[config.mk]
export PLATFORM = sky130hd
export DESIGN_NAME = unary_stream_decoder
export DESIGN_NICKNAME = d
export VERILOG_FILES = /design/src/rtl/unary_stream_decoder.sv
export SDC_FILE = /design/constraint.sdc
export NUM_CORES = 1
export LEC_CHECK = 0
export CAP_MARGIN = 20
export CELL_PAD_IN_SITES_DETAIL_PLACEMENT = 1
export CELL_PAD_IN_SITES_GLOBAL_PLACEMENT = 1
export CORE_MARGIN = 2
export CORE_UTILIZATION = 40
export DETAILED_ROUTE_END_ITERATION = 10
export PLACE_DENSITY_LB_ADDON = 0.1
export SLEW_MARGIN = 40
export SYNTH_ARGS = -nofsm -noshare
export SYNTH_HDL_FRONTEND = slang
export SYNTH_SLANG_ARGS = --single-unit
[constraint.sdc]
create_clock -name clk -period 3.9 [get_ports clk]
set_input_delay 0.585 -clock clk [delete_from_list [all_inputs] [get_ports clk]]
set_output_delay 0.585 -clock clk [all_outputs]
set_load 0.01 [all_outputs]
[src/rtl/unary_stream_decoder.sv]
// rtl/unary_stream_decoder.sv - unary pulse-count stream to binary converter
// A start pulse opens a WINDOW-cycle sampling window; the saturating count of 1s is then offered via valid/ready.
module unary_stream_decoder #(
  parameter int OUT_BITS = 8,
  parameter int WINDOW   = 260
) (
  input  logic                clk,
  input  logic                reset,
  input  logic                start,
  input  logic                u_in,
  input  logic                out_ready,
  output logic                busy,
  output logic                out_valid,
  output logic [OUT_BITS-1:0] out_bin,
  output logic                overflow
);

  localparam int WIN_W = $clog2(WINDOW + 1);
  localparam logic [OUT_BITS-1:0] CNT_MAX  = '1;
  localparam logic [WIN_W-1:0]    WIN_LAST = WIN_W'(WINDOW - 1);

  typedef enum logic [1:0] {
    S_IDLE,
    S_COUNT,
    S_HOLD
  } state_t;

  state_t              state_q, state_d;
  logic [OUT_BITS-1:0] cnt_q, cnt_d;
  logic [WIN_W-1:0]    win_q, win_d;
  logic                sat_q, sat_d;
  logic [OUT_BITS-1:0] out_bin_q, out_bin_d;
  logic                overflow_q, overflow_d;
  logic [OUT_BITS-1:0] cnt_next;
  logic                sat_next;

  always_comb begin
    cnt_next = cnt_q;
    sat_next = sat_q;
    if (u_in) begin
      if (cnt_q == CNT_MAX) begin
        sat_next = 1'b1;
      end else begin
        cnt_next = cnt_q + OUT_BITS'(1);
      end
    end
  end

  always_comb begin
    state_d    = state_q;
    cnt_d      = cnt_q;
    win_d      = win_q;
    sat_d      = sat_q;
    out_bin_d  = out_bin_q;
    overflow_d = overflow_q;
    case (state_q)
      S_IDLE: begin
        if (start) begin
          state_d    = S_COUNT;
          cnt_d      = '0;
          win_d      = '0;
          sat_d      = 1'b0;
          overflow_d = 1'b0;
        end
      end
      S_COUNT: begin
        cnt_d = cnt_next;
        sat_d = sat_next;
        win_d = win_q + WIN_W'(1);
        // The final sample lands in the published result on the same edge.
        if (win_q == WIN_LAST) begin
          state_d    = S_HOLD;
          out_bin_d  = cnt_next;
          overflow_d = sat_next;
        end
      end
      S_HOLD: begin
        if (out_ready) begin
          if (start) begin
            state_d    = S_COUNT;
            cnt_d      = '0;
            win_d      = '0;
            sat_d      = 1'b0;
            overflow_d = 1'b0;
          end else begin
            state_d = S_IDLE;
          end
        end
      end
      default: state_d = S_IDLE;
    endcase
  end

  always_ff @(posedge clk) begin
    if (reset) begin
      state_q    <= S_IDLE;
      cnt_q      <= '0;
      win_q      <= '0;
      sat_q      <= 1'b0;
      out_bin_q  <= '0;
      overflow_q <= 1'b0;
    end else begin
      state_q    <= state_d;
      cnt_q      <= cnt_d;
      win_q      <= win_d;
      sat_q      <= sat_d;
      out_bin_q  <= out_bin_d;
      overflow_q <= overflow_d;
    end
  end

  assign busy      = (state_q != S_IDLE);
  assign out_valid = (state_q == S_HOLD);
  assign out_bin   = out_bin_q;
  assign overflow  = overflow_q;

endmodule

==> results by group <==
Detailed routing
  – Remaining DRCs: 0
  – DRT Pass-1 Iters: 4
  – Top sig layer: met4
  – DRT Wirelength: 3.718 mm
  – WL/cell: 16.52 um
  – Vias/cell: 5.867
  – DRT iter0 DRCs: 73
  – ANT nets after route: 0
  – Routed wl met3: 178 um
  – Wl on met1: 1.837 mm
  – Total number of vias: 1320
  – Met2 Wirelength: 1.614 mm

Placed design
  – Port Buffer Count: 15
  – Dpl hpwl: 2.711 mm
  – Cell Area, Placed: 0.001599 mm2
  – Setup WS pre-CTS: 1472 ps
  – GP Congestion: 0.8392

Setup path
  – CP arrival: 1680 ps
  – Setup CP Type: reg2out
  – Setup crit end kind: output port
  – Worst endpoint required time: 3310 ps
  – Crit path max fanout: 11
  – CP Launch Type: flop

Timing
  – Final hold vios: 0
  – Skew final: 3.806 ps
  – PnR worst setup slack: 1634 ps
  – RSZ-0062 raised after global routing: no
  – TNS Setup: 0 ps
  – Final period util: 58.10%
  – Crit path time final: 2266 ps
  – Worst-margin pin slew: 541.4 ps
  – Timing-limited maximum frequency: 0.4413 GHz
  – Setup violations, final: 0
  – Worst slew margin: 62.97%
  – Slew Limit Fails: 0

Synthesis
  – Post-synth top area share: 39.83%
  – Synthesized area per cell: 8.676 um2
  – Sequential cell area fraction in the yosys report: 39.83%
  – Total number of yosys warnings: 0
  – Ys async rst share: 0%
  – Syn nets: 175
  – EDFF count, synth: 0
  – Top_reg_cell synth: dfxtp_1
  – Top post-synthesis cells by area: dfxtp_1 40%, nor2_1 5.2%, mux2i_1 3.4%, nand4_1 3.0%, xnor2_1 3.0%
  – Syn Inst Count: 168
  – Post-synth design cell area: 0.001458 mm2
  – Cell variety after synth: 43
  – Synthesized flop and latch total: 29
  – Area leader, netlist: dfxtp_1

Power
  – Pleak: 0.5499 nW
  – Power, Total: 0.5413 mW
  – PwrDens: 328.0 mW/mm2
  – Worst vdd ir: 172.3 uV

Layout
  – Ant. Diodes: 0
  – NumNets Final: 185
  – Fillers: 421
  – Final core utilization: 48.32%
  – Area growth, synth to finish: 13.22%
  – Final Instance Area: 0.001650 mm2
  – Fraction of layout cells with a size suffix above 1: 7.263%

Clock network
  – Post_cts resized: 0
  – Post-CTS Setup Repair Bufs: 0
  – Clock root buffer: clkbuf_4
  – Clk buf depth: 2
  – TritonCTS buffer count: 5
  – Worst-Skew Late Latency: 350 ps
  – H-tree levels: 2
  – CTS tree: built
  – Post-CTS Hold Buffers: 0
  – Clock Sinks: 29
  – Clock transition at the registers of the reported paths: 90 ps

Die
  – Die Area: 0.004143 mm2
  – Die Y: 64.37 um
  – Core Box Area: 0.003416 mm2
  – Core Rows: 21
  – Die W: 64.37 um
  – Number of I/O pins: 16
  – Initial Util: 42.67%

Global route
  – GRT overflow: 0
  – First-pass GRT wire length: 6.430 mm
  – Vias in the first global route: 1308
  – Initial antenna violation count: 0
  – Total Routing Usage GR: 20.60%
  – Largest net degree at the start of global routing: 16

Job
  – Max-cap check violation count: 0

Status
  – Status: finished clean

Min path
  – Hold Path Class: reg2reg
final timing paths:
| kind | startpoint | endpoint | slack, ps | depth (start not counted) |
|---|---|---|---|---|
| worst max register to register | win_q[0] | out_bin[4] | 1860 | 5 |
| worst min register to register | out_bin[2] | out_bin[2] | 480 | 2 |
| worst min-delay path | out_bin[2] | out_bin[2] | 480 | 2 |
| worst max-delay path | state_q[1] | out_valid | 1630 | 3 |
cells by family after synthesis:
family,count (synthesis),share of synthesized area [%]
compound gates,45,21.80
simple gates,63,22.49
buf+inv,16,5.580
mux,7,4.979
xor+xnor,6,3.605
flops,29,39.83
fa+ha+maj,2,1.716
registers in the layout (all words and copies together) (netlist names):
signal / count
cnt_q: 8
out_bin: 8
overflow: 1
sat_q: 1
state_q: 2
win_q: 9
per-layer routing:
metal,vias to the layer above,global-route usage [%]
met5,-,0
met4,0,10.37
met3,7,4.754
met2,27,30.21
met1,642,28.15
li1,644,-
Yosys cell counts (2+ instances only):
master,n
a2111oi_0,2
inv_1,4
mux2_2,2
o21ai_0,5
nand2b_1,3
nand4_1,7
nor2_1,20
o21ai_1,2
xnor2_1,5
ha_1,2
o22ai_1,3
a41oi_1,2
and3_1,2
nor4b_1,2
nand3_1,8
mux2i_1,5
a22oi_1,3
buf_6,2
nand2_1,9
a21o_1,2
a31o_2,2
a21oi_1,5
clkbuf_1,7
dfxtp_1,29
a31oi_1,2
o31ai_1,4
buf_2,2
or4_1,2
a211oi_1,5
nor3b_1,2
nor3_1,3
a22o_1,4
worst max-delay path, cell delays in order, from the launching register on:
cell and delay (ps):
dfxtp_1 550, inv_1 140, nor2_1 110, clkdlybuf4s50_1 540
layout by cell type (no fill, tap or decap), drive strengths merged, types with 3 or more instances in the layout:
| cell type | instances |
|---|---|
| nand2 | 9 |
| clkbuf | 6 |
| mux2i | 5 |
| nand3 | 8 |
| a22oi | 3 |
| a21oi | 5 |
| nor2 | 20 |
| inv | 4 |
| xnor2 | 5 |
| o22ai | 3 |
| a22o | 4 |
| dfxtp | 29 |
| clkdlybuf4s50 | 15 |
| nand4 | 7 |
| nand2b | 4 |
| a211oi | 5 |
| o21ai | 7 |
| nor3 | 3 |
| o31ai | 4 |
per-stage QoR:
step / hold WS [ps] / std cells
detailed placement: 472.1 / 217
floorplan: 447.1 / 168
CTS: 492.8 / 225
global placement: 465.2 / 217
finish: 481.0 / 225
global route: 517.4 / 225
power by group:
part | leakage, nW | internal [mW] | total [mW] | switching (mW)
logic | 0.284 | 0.0203 | 0.0531 | 0.0328
registers | 0.234 | 0.300 | 0.308 | 0.00827
clock network | 0.0320 | 0.0684 | 0.180 | 0.111
total | 0.550 | 0.389 | 0.541 | 0.152
area by class of cell:
cell class	instances	area, um2	area share, %
Sequential cell	29	580.6	35.18
Tap cell	46	57.56	3.487
Clock inverter	2	10.01	0.6065
Timing Repair Buffer	15	150.1	9.098
Clock buffer	6	41.29	2.502
Multi-Input combinational cell	123	795.8	48.22
Inverter	4	15.01	0.9098
No activity file was read; power rests on OpenSTA's default activity.
